<file path="src/rtl/conv_encoder_k3.sv">
// Rate-1/2, K=3 convolutional encoder, generators (7,5) octal.
// One bit in per handshake, one registered pair out, optional zero tail.
module conv_encoder_k3 #(
    parameter bit FLUSH = 1'b1
) (
    input  logic       clk,
    input  logic       rst,
    input  logic       s_valid,
    input  logic       s_bit,
    input  logic       s_last,
    output logic       s_ready,
    output logic       m_valid,
    output logic [1:0] m_pair,
    output logic       m_last,
    input  logic       m_ready,
    output logic       busy
);

    typedef enum logic [1:0] {
        DATA  = 2'd0,
        TAIL0 = 2'd1,
        TAIL1 = 2'd2
    } state_e;

    state_e     state_q, state_d;
    logic [1:0] sr_q, sr_d;
    logic       valid_q, valid_d;
    logic [1:0] pair_q, pair_d;
    logic       last_q, last_d;
    logic       busy_q, busy_d;
    logic       free;
    logic       take;

    function automatic logic [1:0] enc(input logic b, input logic [1:0] sr);
        return {b ^ sr[0] ^ sr[1], b ^ sr[1]};
    endfunction

    always_comb begin
        free    = !valid_q || m_ready;
        s_ready = !rst && (state_q == DATA) && free;
        take    = s_valid && s_ready;
        state_d = state_q;
        sr_d    = sr_q;
        valid_d = valid_q;
        pair_d  = pair_q;
        last_d  = last_q;
        busy_d  = busy_q;
        // a load below overrides the drop, so back-to-back frames keep busy
        if (valid_q && m_ready) begin
            valid_d = 1'b0;
            last_d  = 1'b0;
            if (last_q) busy_d = 1'b0;
        end
        unique case (state_q)
            DATA: begin
                if (take) begin
                    valid_d = 1'b1;
                    pair_d  = enc(s_bit, sr_q);
                    last_d  = 1'b0;
                    busy_d  = 1'b1;
                    sr_d    = {sr_q[0], s_bit};
                    if (s_last) begin
                        if (FLUSH) begin
                            state_d = TAIL0;
                        end else begin
                            last_d = 1'b1;
                            sr_d   = 2'b00;
                        end
                    end
                end
            end
            TAIL0: begin
                if (free) begin
                    valid_d = 1'b1;
                    pair_d  = enc(1'b0, sr_q);
                    last_d  = 1'b0;
                    sr_d    = {sr_q[0], 1'b0};
                    state_d = TAIL1;
                end
            end
            TAIL1: begin
                if (free) begin
                    valid_d = 1'b1;
                    pair_d  = enc(1'b0, sr_q);
                    last_d  = 1'b1;
                    sr_d    = 2'b00;
                    state_d = DATA;
                end
            end
            default: state_d = DATA;
        endcase
    end

    always_ff @(posedge clk or posedge rst) begin
        if (rst) begin
            state_q <= DATA;
            sr_q    <= 2'b00;
            valid_q <= 1'b0;
            pair_q  <= 2'b00;
            last_q  <= 1'b0;
            busy_q  <= 1'b0;
        end else begin
            state_q <= state_d;
            sr_q    <= sr_d;
            valid_q <= valid_d;
            pair_q  <= pair_d;
            last_q  <= last_d;
            busy_q  <= busy_d;
        end
    end

    assign m_valid = valid_q;
    assign m_pair  = pair_q;
    assign m_last  = last_q;
    assign busy    = busy_q;

endmodule

</file>
<file path="config.mk">
export PLATFORM = sky130hd
export DESIGN_NAME = conv_encoder_k3
export DESIGN_NICKNAME = d
export VERILOG_FILES = /design/src/rtl/conv_encoder_k3.sv
export SDC_FILE = /design/constraint.sdc
export NUM_CORES = 1
export LEC_CHECK = 0
export ABC_AREA = 0
export BUFFER_PORTS_ARGS = -buffer_cell sky130_fd_sc_hd__buf_2
export CORE_AREA = 2 2 39 41
export DETAILED_ROUTE_END_ITERATION = 8
export DIE_AREA = 0 0 41 43
export PLACE_DENSITY = 0.66
export SLEW_MARGIN = 20
export SYNTH_ARGS = -nofsm -noshare
export SYNTH_HDL_FRONTEND = slang
export SYNTH_SLANG_ARGS = --single-unit
</file>
<file path="constraint.sdc">
create_clock -name clk -period 2.1 [get_ports clk]
set_input_delay 0.21 -clock clk [delete_from_list [all_inputs] [get_ports clk]]
set_output_delay 0.21 -clock clk [all_outputs]
set_load 0.02 [all_outputs]
</file>
==> flow_summary_export.csv <==
group,metric,value,unit
finish,design_area,658,sq um
finish,layout.nets,82,
hold_path,hold_class,"primary input to register",
finish,area_delta_synth_final,20.4,%
yosys,syn_area_per_cell,10.1,sq um
cts,cts_max_path_buffers,2,
floorplan,die_y,43,um
drt,wire_per_inst,12.1,um
yosys,yosysWarnings,0,
finish,multi_input_area,292,sq um
placed_design,place.gp.congestion,0.738,
yosys,ys.flop_type,"dfrtp_1",
critical_path,critical_path_arrival,2010,ps
timing,fin_hold_ws,323,ps
floorplan,initial_core_util,39.5,%
finish,drive_above_1_share,28.6,%
floorplan,row_count,14,
yosys,synth_top_area_share,41.2,%
cts,root_buffer,"clkbuf_4",
placed_design,place_ws,384,ps
timing,final.setup_skew,3.52,ps
floorplan,fp.dieW,41,um
timing,max_freq,537,MHz
timing,finalHoldViolCount,0,
timing,period_share,88.7,%
critical_path,cp.required,2250,ps
yosys,synth_fp_nets,65,
job,max_cap_violations,0,
critical_path,cp-end-kind,"register",
drt,vias,431,
timing,grt_setup_unrepaired,"no",
floorplan,io_pins,12,
yosys,syn_area,547,sq um
timing,slew_headroom,71.1,%
global_route,grt_use_total,13.6,%
drt,vias_per_cell,5.01,
drt,drtIter0Drc,4,
finish,regArea,225,sq um
cts,insertion_delay,260,ps
drt,wl,1.04,mm
global_route,antenna_found_initial,0,
placed_design,numPortBuffers,11,
timing,tns,0,ps
cts,tritoncts,"done",
placed_design,placed_area,622,sq um
outcome,status,"finished, final reports clean",
cts,cts_buffers,3,
finish,finalNonFillerCells,86,
global_route,grt_pass1_wl,1.53,mm
drt,drc,0,
timing,tightest_slew,434,ps
critical_path,cp-start-kind,"primary input",
timing,fin_ws,238,ps
critical_path,crit_path_max_fanout,12,
timing,fin_crit,1860,ps
global_route,grt_overflow,0,
timing,final_max_slew_viol_count,0,
yosys,ys_seq_area_share,41.2,%
floorplan,dieArea,1760,sq um
yosys,yosysUniqueCellTypes,20,
floorplan,fp.coreArea,1380,sq um
yosys,synthTopCellsByCount,"9 x dfrtp_1, 8 x inv_1, 6 x o21ai_0, 5 x ha_1, 4 x nor2_1",
drt,first_pass_iters,4,
placed_design,dp.cells,81,
cts,htree_levels,1,
yosys,synth_top_area_cell,"dfrtp_1",
cts,clk_pin_slew,70,ps
critical_path,critical_path_class,"primary input to register",
power_and_ir_drop,p_leak,0.344,nW
placed_design,dp_hpwl,785,um
power_and_ir_drop,ir_worst_vdd,518,uV
yosys,synth_edf_count,0,
cts,clock-sinks,9,
timing,setup_violations,0,
global_route,first_global_vias,384,
yosys,ys_ff_latch,9,
yosys,synthCells,54,
finish,n_antenna_cell,0,
global_route,grt_max_degree,13,
yosys,yosys.cell_count.top_type,"dfrtp_1",
yosys,synthArstFlopShare,100,%
finish,fillers,144,
drt,ant_nets,0,
yosys,synthTopCellsByArea,"dfrtp_1 41%, ha_1 11%, mux2_2 6.2%",
power_and_ir_drop,power_density,1550,nW/um^2
per-layer routing:
layer  vias to the layer above  share of wire, %  GRT usage [%]
li1                        215                 -              -
met1                       197                48           17.5
met2                        14                43           18.8
met3                         5               5.5           3.14
met4                         0               2.9           10.0
met5                         -                 0              0
kinds of logic after synthesis:
kind of cell	after synthesis	synth area share [%]
XOR/XNOR	2	3.20
AO/OA/AOI/OAI	13	13.7
AND/OR/NAND/NOR	11	12.4
multiplexers	6	12.6
buffers and inverters	8	5.49
flip-flops	9	41.2
adder cells (fa/ha/maj)	5	11.4
sequential cells by signal, indices dropped and copies added, names as in the netlist:
name,cells
busy,1
m_last,1
m_pair,2
m_valid,1
sr_q,2
state_q,2
repair_timing:
action,in CTS,in global routing
setup buffers,0,0
hold endpoints to repair,9,0
resized for setup,0,0
endpoints found under the setup margin,0,0
hold buffers,1,0
worst paths after layout:
kind / start / to / slack (ps) / cells after the start
worst max register to register: state_q[0] / m_pair[0] / 370 / 5
worst min register to register: m_pair[1] / m_pair[1] / 510 / 1
worst min-delay path: m_ready / m_last / 320 / 4
min in group asynchronous: rst / m_valid / 480 / 3
max in group asynchronous: rst / sr_q[0] / 1320 / 3
worst max-delay path: rst / sr_q[0] / 240 / 6
cell usage in the layout (no fill, tap or decap):
master / instances
buf_2: 11
dfrtp_1: 9
inv_1: 8
o21ai_0: 6
ha_1: 5
nor2_1: 4
a21oi_1: 3
mux2_2: 3
clkbuf_4: 3
and3_1: 2
o22ai_1: 2
mux2i_1: 2
nor2b_1: 1
nand2b_4: 1
nand3_2: 1
a211o_1: 1
mux2_4: 1
xnor2_1: 1
xor2_1: 1
nand2b_1: 1
a32oi_1: 1
nand2_1: 1
clkbuf_1: 1
dlygate4sd3_1: 1
area by class of cell:
cell class,count,share of cell area (%)
Clock buffer,4,3.99
Inverter,8,4.56
Multi-Input combinational cell,37,44.3
Sequential cell,9,34.2
Tap cell,16,3.04
Timing Repair Buffer,12,9.89
stage by stage:
step	total power [W]	util [%]
global route	0.00111	47.6
floorplan	0.000751	-
global placement	0.000872	44.9
CTS	0.00103	47.6
detailed placement	0.000883	44.9
finish	0.00102	47.6
power breakdown:
part | switching, W | leakage [nW] | internal (W) | total [W]
clock network | 0.0000660 | 0.0150 | 0.0000735 | 0.000139
logic | 0.000307 | 0.217 | 0.000260 | 0.000567
registers | 0.0000603 | 0.112 | 0.000253 | 0.000313
worst max-delay path, cell delays in order:
cell           delay [ps]
dlygate4sd3_1         530
buf_2                 120
inv_1                 320
nand3_2               160
a211o_1               370
mux2_4                310
No activity file was read; power rests on OpenSTA's default activity.
